==> src/rtl/mop_load_sched_pkg.sv <==
// Shared types for the debug MOP instruction-load scheduler.
// FSM state encoding plus default burst length and timeout.
package mop_sched_pkg;

  typedef enum logic [1:0] {
    IDLE  = 2'd0,
    LOAD  = 2'd1,
    DONE  = 2'd2,
    ABORT = 2'd3
  } state_e;

  localparam int BURST_LEN_DEF = 8;
  localparam int TIMEOUT_DEF   = 255;

endpackage

==> src/rtl/mop_rr_arb.sv <==
// Combinational round-robin picker.
// Searches upward from ptr_i with wrap; returns one-hot and index.
module mop_rr_arb #(
  parameter int NB_REQ = 4,
  parameter int IW     = $clog2(NB_REQ)
) (
  input  logic [NB_REQ-1:0] req_i,
  input  logic [IW-1:0]     ptr_i,
  output logic [NB_REQ-1:0] gnt_o,
  output logic [IW-1:0]     idx_o,
  output logic              vld_o
);

  logic [IW-1:0] c;

  always_comb begin
    gnt_o = '0;
    idx_o = '0;
    vld_o = 1'b0;
    c     = '0;
    for (int i = 0; i < NB_REQ; i++) begin
      c = IW'((int'(ptr_i) + i) % NB_REQ);
      if (!vld_o && req_i[c]) begin
        vld_o    = 1'b1;
        gnt_o[c] = 1'b1;
        idx_o    = c;
      end
    end
  end

endmodule

==> src/rtl/mop_load_sched.sv <==
// Round-robin arbiter and burst sequencer for the MOP load path.
// Streams one requester's burst onto the shared value/strobe pair.
module mop_load_sched
  import mop_sched_pkg::*;
#(
  parameter int NB_REQ    = 4,
  parameter int NB_TGT    = 16,
  parameter int BURST_LEN = BURST_LEN_DEF,
  parameter int TIMEOUT   = TIMEOUT_DEF,
  parameter int TW        = $clog2(NB_TGT)
) (
  input  logic                 clk_i,
  input  logic                 rst_ni,
  input  logic [NB_REQ-1:0]    req_i,
  input  logic [NB_REQ*TW-1:0] tgt_i,
  input  logic [NB_REQ*8-1:0]  data_i,
  input  logic [NB_REQ-1:0]    data_valid_i,
  input  logic [NB_TGT-1:0]    lock_i,
  output logic [NB_REQ-1:0]    data_ready_o,
  output logic [NB_REQ-1:0]    gnt_o,
  output logic [NB_REQ-1:0]    done_o,
  output logic [NB_REQ-1:0]    abort_o,
  output logic [NB_TGT-1:0]    load_ctrl_o,
  output logic [7:0]           instrut_value_o,
  output logic                 busy_o
);

  localparam int IW = $clog2(NB_REQ);

  state_e            state_q;
  logic [NB_REQ-1:0] gnt_q, done_q, abort_q;
  logic [IW-1:0]     win_q, rr_q;
  logic [TW-1:0]     tgt_q;
  logic [3:0]        cnt_q;
  logic [7:0]        tmr_q, val_q;
  logic [NB_TGT-1:0] lctl_q;
  logic              busy_q;

  logic [NB_REQ-1:0] arb_gnt;
  logic [IW-1:0]     arb_idx, rr_nxt;
  logic              arb_vld;
  logic [TW-1:0]     new_tgt;
  logic              new_bad, cur_lock, xfer;
  logic [NB_TGT-1:0] tgt_oh;

  mop_rr_arb #(
    .NB_REQ (NB_REQ),
    .IW     (IW)
  ) u_arb (
    .req_i (req_i),
    .ptr_i (rr_q),
    .gnt_o (arb_gnt),
    .idx_o (arb_idx),
    .vld_o (arb_vld)
  );

  // Out-of-range indices read as unlocked; range is checked separately.
  function automatic logic bit_at(
    input logic [NB_TGT-1:0] v,
    input logic [TW-1:0]     t
  );
    logic b;
    b = 1'b0;
    for (int k = 0; k < NB_TGT; k++)
      if (int'(t) == k) b = v[k];
    return b;
  endfunction

  assign new_tgt  = tgt_i[arb_idx*TW +: TW];
  assign new_bad  = (int'(new_tgt) >= NB_TGT) ||
                    bit_at(lock_i, new_tgt);
  assign cur_lock = bit_at(lock_i, tgt_q);
  assign xfer     = data_valid_i[win_q] & data_ready_o[win_q];
  assign rr_nxt   = (int'(win_q) == NB_REQ-1) ? '0 : win_q + 1'b1;

  always_comb begin
    tgt_oh = '0;
    for (int k = 0; k < NB_TGT; k++)
      if (int'(tgt_q) == k) tgt_oh[k] = 1'b1;
  end

  assign data_ready_o = (state_q == LOAD) ? gnt_q : '0;

  always_ff @(posedge clk_i or negedge rst_ni) begin
    if (!rst_ni) begin
      state_q <= IDLE;
      gnt_q   <= '0;
      done_q  <= '0;
      abort_q <= '0;
      win_q   <= '0;
      rr_q    <= '0;
      tgt_q   <= '0;
      cnt_q   <= '0;
      tmr_q   <= '0;
      val_q   <= '0;
      lctl_q  <= '0;
      busy_q  <= 1'b0;
    end else begin
      done_q  <= '0;
      abort_q <= '0;
      lctl_q  <= '0;
      unique case (state_q)
        IDLE: begin
          if (arb_vld) begin
            gnt_q   <= arb_gnt;
            win_q   <= arb_idx;
            tgt_q   <= new_tgt;
            cnt_q   <= '0;
            tmr_q   <= '0;
            busy_q  <= 1'b1;
            state_q <= new_bad ? ABORT : LOAD;
          end
        end
        LOAD: begin
          // Drop or lock beats a same-cycle handshake.
          if (!req_i[win_q] || cur_lock) begin
            state_q <= ABORT;
          end else if (xfer) begin
            val_q  <= data_i[win_q*8 +: 8];
            lctl_q <= tgt_oh;
            cnt_q  <= cnt_q + 4'd1;
            tmr_q  <= '0;
            if (cnt_q == 4'(BURST_LEN-1)) state_q <= DONE;
          end else begin
            tmr_q <= tmr_q + 8'd1;
            if (tmr_q == 8'(TIMEOUT-1)) state_q <= ABORT;
          end
        end
        DONE: begin
          done_q  <= gnt_q;
          gnt_q   <= '0;
          rr_q    <= rr_nxt;
          busy_q  <= 1'b0;
          state_q <= IDLE;
        end
        ABORT: begin
          abort_q <= gnt_q;
          gnt_q   <= '0;
          rr_q    <= rr_nxt;
          busy_q  <= 1'b0;
          state_q <= IDLE;
        end
        default: state_q <= IDLE;
      endcase
    end
  end

  assign gnt_o           = gnt_q;
  assign done_o          = done_q;
  assign abort_o         = abort_q;
  assign load_ctrl_o     = lctl_q;
  assign instrut_value_o = val_q;
  assign busy_o          = busy_q;

endmodule

==> config.mk <==
export PLATFORM = sky130hd
export DESIGN_NAME = mop_load_sched
export DESIGN_NICKNAME = d
export VERILOG_FILES = /design/src/rtl/mop_load_sched_pkg.sv /design/src/rtl/mop_rr_arb.sv /design/src/rtl/mop_load_sched.sv
export SDC_FILE = /design/constraint.sdc
export NUM_CORES = 1
export LEC_CHECK = 0
export CAP_MARGIN = 20
export CELL_PAD_IN_SITES_DETAIL_PLACEMENT = 0
export CELL_PAD_IN_SITES_GLOBAL_PLACEMENT = 1
export CORE_MARGIN = 5
export CORE_UTILIZATION = 43
export DETAILED_ROUTE_END_ITERATION = 10
export DONT_BUFFER_PORTS = 1
export GPL_ROUTABILITY_DRIVEN = 0
export PLACE_DENSITY_LB_ADDON = 0.1
export SYNTH_ARGS = -nofsm -noshare
export SYNTH_HDL_FRONTEND = slang
export SYNTH_HIERARCHICAL = 1
export SYNTH_SLANG_ARGS = --single-unit
==> constraint.sdc <==
create_clock -name clk_i -period 5.5 [get_ports clk_i]
set_clock_uncertainty 0.2 [all_clocks]
set_input_delay 1.375 -clock clk_i [delete_from_list [all_inputs] [get_ports clk_i]]
set_output_delay 1.375 -clock clk_i [all_outputs]
set_load 0.02 [all_outputs]
==> results of run 1 <==
==> layer usage <==
layer	GRT usage [%]	vias up	part of all wire (%)
li1	-	1277	-
met1	23.4	1313	43
met2	29.3	72	52
met3	4.33	6	4.5
met4	4.54	0	0.76
met5	0	-	0
==> final cells by class <==
class                   count  area (um^2)
clock buffers              10          138
repair buffers              1         7.51
well taps                 105          131
inverters                  20         75.1
fillers                   778         4380
multi-input cells         250         2020
flip-flops and latches     59         1480
clock inverters             6         65.1
==> state kept, by name (all words and copies together), names as in the netlist, 2 cells and up <==
register         cells
tgt_q                4
rr_q                 2
gnt_o                4
abort_o              4
instrut_value_o      8
load_ctrl_o         16
tmr_q                8
win_q                2
state_q              2
cnt_q                4
done_o               4
==> worst reg2reg max path, cell delays in order (launching register included) <==
cell and delay (ns):
dfrtp_1 0.67, inv_1 0.14, ha_1 0.39, mux4_2 0.39
a21oi_1 0.07, o31ai_1 0.73, mux4_2 0.73, mux2_2 0.33
mux2_2 0.27, o31a_1 0.23, o211ai_1 0.16, a31oi_1 0.10
==> cell families after synthesis <==
group	after synthesis
and+or+nand+nor	126
buffers and inverters	39
AOI/OAI and AO/OA	75
adders and majority gates	9
DFF	59
muxes	40
==> power by group <==
| part | leakage [nW] | total, mW | switching, mW | internal (mW) |
|---|---|---|---|---|
| Combinational | 0.764 | 1.17 | 0.654 | 0.513 |
| Clock | 0.0905 | 0.399 | 0.178 | 0.220 |
| Sequential | 0.796 | 0.771 | 0.247 | 0.524 |
| Total | 1.65 | 2.34 | 1.08 | 1.26 |
==> final timing paths <==
| kind | slack [ns] | cells past startpoint | end |
|---|---|---|---|
| worst min register to register | 0.32 | 1 | cnt_q[0]$_DFFE_PN0P_ |
| worst max-delay path | 0.83 | 10 | state_q[1]$_DFFE_PN0P_ |
| worst min-delay path | 0.32 | 1 | cnt_q[0]$_DFFE_PN0P_ |
| worst max register to register | 0.96 | 11 | state_q[1]$_DFFE_PN0P_ |
| max in group asynchronous | 4.45 | 0 | rr_q[0]$_DFFE_PN0N_ |
| min in group asynchronous | 0.53 | 0 | load_ctrl_o[6]$_DFF_PN0_ |
==> synthesized netlist by cell type, drive strengths merged (7+ instances only) <==
cell    count
dfrtp      59
nand2      41
inv        20
mux4       20
o21ai      19
nor3       17
mux2       15
nor2       15
a21oi      12
buf        11
a22oi       9
and3        9
ha          9
clkbuf      8
nand3       7
nor4        7
==> metrics by stage <==
step,cell area (um^2),cells,total power [mW],utilization (%),worst slack [ns]
after floorplan,3690,348,1.73,-,1.09
after global placement,3710,435,1.93,44.7,0.529
after detailed placement,3710,435,1.95,44.7,0.480
after CTS,3920,451,2.36,47.2,0.824
after global routing,3920,451,2.54,47.2,0.582
final,3920,451,2.34,47.2,0.826
==> results.md, run 1 <==
* Largest family of logic cells by synthesized area: simple AND/OR/NAND/NOR gates
* Clk slew on worst S/H paths at 0.07 ns
* Overflow after GRT at 0
* Peak VDD IR at 0.278 mV
* Violation count after the first detailed-routing iteration at 142
* FMAX at around 210 MHz
* Mapped Area at 3690 um^2
* CP Launch Type: input port
* Xor/xnor cell area share of the yosys netlist at 0%
* Synth top area share at about 40%
* DRC at 0
* Layout cells sized above 1 at 20.2%
* Crit path max fanout at 11
* Min-delay src: cnt_q[0]$_DFFE_PN0P_
* WS Path Type: input port to flop
* Seq/Total Area, Yosys at 40.0%
* Fin. Hold Viols at 0
* Post-CTS setup buffer count at 0
* # diodes at 0
* Die ar. at about 11,000 um^2
* Number of synthesized flops with an enable pin at 0
* Adder-cell area share of the yosys netlist at 3.05%
* Syn avg cell area at 10.6 um^2
* Max-slew violations at 0
* Clock Latency Late Sink at 0.33 ns
* Cell mode on critical path: mux2_2
* First-pass DRT Iterations at 4
* First-pass GRT wire length at 14,500 um
* Reg-to-Reg Start: rr_q[0]$_DFFE_PN0N_
* DIE WIDTH at 103 um
* WP data required at about 5.5 ns
* Post-DP HPWL at 6520 um
* Critical path's top delay family: multiplexers
* Status: complete, no violations
* Power per Cell Area at 597 nW/um^2
* Post-cts resize count at 0
* Max incr delay on CP at 0.73 ns
* Worst Path Arrival at about 4.7 ns
* DR vias at 2,668
* Num CTS Buffers at 9
* Total wire length at 8960 um
* Worst setup EP type: flop
* TritonCTS Sinks at 59
* Worst path cell trace: mux4_1 > inv_1 > a21oi_1 > o31ai_1 > mux4_2 > mux2_2 > mux2_2 > o31a_1 > o211ai_1 > a31oi_1
* Largest net degree at the start of global routing at 60
* H-tree levels at 3
* PortBufs at 0
* Hold buffers post-CTS at 0
* Flops & latches, synth at 59
* Max Cap Viol at 0
* Worst hold slack at between 0.3 and 0.4 ns
* CTS tree: yes
* CORE AREA at between 8000 and 9000 um^2
* Setup TNS at 0 ns
* Yosys top cell by area: dfrtp_1
* Most frequent cells in the layout: dfrtp_1, nand2_1, inv_1, mux4_2, o21ai_0
* Per-cell routed wire length at around 20 um
* Max Buffers Root-to-Sink at 2
* Clk root buf: clkbuf_8
* Cells after Synth at 348
* Ys flop type: dfrtp_1
* Vias in the first global route at 2,762
* RSZ-0062 raised after global routing: no
* CP max stage cell: o31ai_1
* Commonest non-fill, non-tap cell in the layout: dfrtp_1
* Syn nets at 431
* Slew @ Worst Pin at 0.896 ns
* Critical Path Start: req_i[0]
* Antenna-violating nets left at 0
* Die height at 103 um
* Syn-to-layout area delta at 6.18%
* I/O pin cnt at around 120
* Initial antenna violation count at 0
* Fin crit share at about 85%
* YS warnings at 6
* Post-Synth Simple-Gate Area at 19.7%
* Setup Viol. Count Final at 0
* Hold Crit Class: flop to flop
* Vias/cell at between 5 and 6
* GR Util All Layers at 17.7%
* Starting density of the core at 44.4%
* Tmin final at approximately 4.7 ns
* Post-synthesis compound-gate area fraction at 13.5%
* Site row count at 33
* Relative slew slack at 39.8%
* Final #Nets at 424
* Mux cell area share after synthesis at 18.6%
* Synth cell types at 58
* Leakage power total at between 1.5 and 2 nW
* Asr flop ratio synth at 100%
* Worst Path Buf+Inv at 1
* Top cells by area, synth: dfrtp_1, mux4_2, nand2_1, mux2_2, ha_1
Power figures use the tool's default switching activity.
==> inputs of run 2 (changes only) <==
Clock period 5.5 ns to 3.9 ns, I/O delays scaled along.
==> run 2 against run 1 <==
  * Utilization up 1.8 points
  * Total power increased by 49%
  * First-iteration DRC count grew 13%
  * Critical path type is now flop to flop
==> results.md, run 2 (synthesized netlist as in run 1, its figures left out) <==
* Max incr delay on CP at 0.59 ns
* CTS tree: yes
* Hold Crit Class: input port to asynchronous set/reset pin
* # diodes at 0
* Max reg flops at 16
* First-pass DRT Iterations at 4
* Most frequent cells in the layout: dfrtp_1, nand2_1, inv_1, buf_4
* Post-route insts no fill at 471
* DR vias at around 2.8k
* Placed cells at 454
* DIE WIDTH at 103 um
* Commonest non-fill, non-tap cell in the layout: dfrtp_1
* DRC at 0
* Setup TNS at 0 ns
* Relative slew slack at 60.7%
* R2R cell count at 12
* Post-cts resize count at 0
* Die height at 103 um
* GR Util All Layers at 18.4%
* Max-slew violations at 0
* PortBufs at 0
* Num CTS Buffers at 9
* Worst setup slack after placement at -0.153 ns
* Fin. Hold Viols at 0
* Overflow after GRT at 0
* Antenna-violating nets left at 0
* Setup Viol. Count Final at 0
* Layout cells sized above 1 at 24.6%
* WP data required at around 3.9 ns
* Total wire length at 9270 um
* Largest net degree at the start of global routing at 60
* Multi-input gate area at 2060 um^2
* Hold buffers post-CTS at 0
* TritonCTS Sinks at 59
* CORE AREA at approximately 8300 um^2
* Final core occ at about 49%
* Crit path max fanout at 7
* Overall power at 3.49 mW
* Tmin final at 3.72 ns
* H-tree levels at 3
* Max Buffers Root-to-Sink at 2
* Worst path cell trace: inv_1 > ha_4 > mux4_2 > and2b_2 > o21ai_0 > o31ai_1 > mux4_2 > mux2_2 > mux2_2 > o31a_1 > o211ai_1 > a31oi_1
* Vias/cell at 5.95
* Post-DP HPWL at around 6700 um
* FMAX at 269 MHz
* First-pass GRT wire length at 14,900 um
* I/O pin cnt at 115
* CP Launch Type: flop
* Post-CTS setup buffer count at 0
* Leakage power total at 1.74 nW
* Fillers at between 700 and 800
* Max Cap Viol at 0
* Critical path's top delay family: multiplexers
* Clk root buf: clkbuf_8
* Per-cell routed wire length at 19.7 um
* Status: complete, no violations
* Worst path depth at 12
* Worst Path Buf+Inv at 1
* Final #Nets at ~440
* Clock Latency Late Sink at about 0.34 ns
* Starting density of the core at 44.4%
* Register area at 1480 um^2
* CP max stage cell: mux4_2
* Vias in the first global route at 2,843
* Worst setup EP type: flop
* Clk slew on worst S/H paths at 0.09 ns
* Worst Path Arrival at 3.74 ns
* Initial antenna violation count at 0
* Violation count after the first detailed-routing iteration at 161
* Die ar. at 10,500 um^2
* Fin crit share at 95.4%
* Power per Cell Area at 859 nW/um^2
* Site row count at 33
* Peak VDD IR at around 0.37 mV
* Final setup margin at ~0.18 ns
* Syn-to-layout area delta at 10.2%
* Slew @ Worst Pin at 0.589 ns
* WS Path Type: flop to flop
## run 2: cell types whose count changed in the layout (fill, tap and decap cells not counted)
cell / before / now
inv_6: 0 / 1
clkinv_2: 1 / 2
clkbuf_1: 0 / 1
mux4_1: 2 / 3
bufinv_16: 1 / 0
ha_4: 0 / 1
ha_1: 9 / 8
clkbuf_8: 10 / 9
dfrtp_2: 0 / 1
buf_4: 1 / 20
dfrtp_1: 59 / 58
clkinvlp_4: 4 / 3
## run 2: worst register-to-register path, cell delays in order, from the launching register on
cell and delay [ns]:
dfrtp_2 0.44, inv_1 0.11, ha_4 0.30, mux4_2 0.39, and2b_2 0.26, o21ai_0 0.07
o31ai_1 0.13, mux4_2 0.60, mux2_2 0.31, mux2_2 0.27, o31a_1 0.25, o211ai_1 0.18
a31oi_1 0.10
## run 2: cell type report
class                   count  share of cell area [%]
clock inverters             6                    1.02
multi-input cells         251                    50.7
repair buffers             20                    3.69
clock buffers              10                    3.14
well taps                 105                    3.23
flip-flops and latches     59                    36.4
inverters                  20                    1.85
## run 2: final timing paths
kind | slack (ns) | start | to
worst max-delay path | 0.18 | rr_q[1]$_DFFE_PN0N_ | state_q[1]$_DFFE_PN0P_
worst max register to register | 0.18 | rr_q[1]$_DFFE_PN0N_ | state_q[1]$_DFFE_PN0P_
max in group asynchronous | 3.27 | rst_ni | cnt_q[1]$_DFFE_PN0P_
worst min register to register | 0.32 | cnt_q[0]$_DFFE_PN0P_ | cnt_q[0]$_DFFE_PN0P_
worst min-delay path | 0.12 | rst_ni | tgt_q[1]$_DFFE_PN0P_
min in group clk_i | 0.32 | cnt_q[0]$_DFFE_PN0P_ | cnt_q[0]$_DFFE_PN0P_
## run 2: through the flow
| step | cell area (um^2) | hold slack, ns |
|---|---|---|
| global route | 4060 | 0.0831 |
| global placement | 3850 | 0.300 |
| detailed placement | 3850 | 0.297 |
| CTS | 4020 | 0.0957 |
| floorplan | 3690 | 0.279 |
| finish | 4060 | 0.115 |
## run 2: power breakdown
part	internal (mW)	switching, mW
sequential	0.742	0.256
clock	0.230	0.264
combinational	0.916	1.08
## run 2: per-layer routing
metal  track usage, %  up-vias  part of all wire [%]
met5                0        -                     0
met4             5.55        0                   1.3
met3             4.80       15                   4.9
met2             30.3       88                    51
met1             23.9     1379                    43
li1                 -     1322                     -
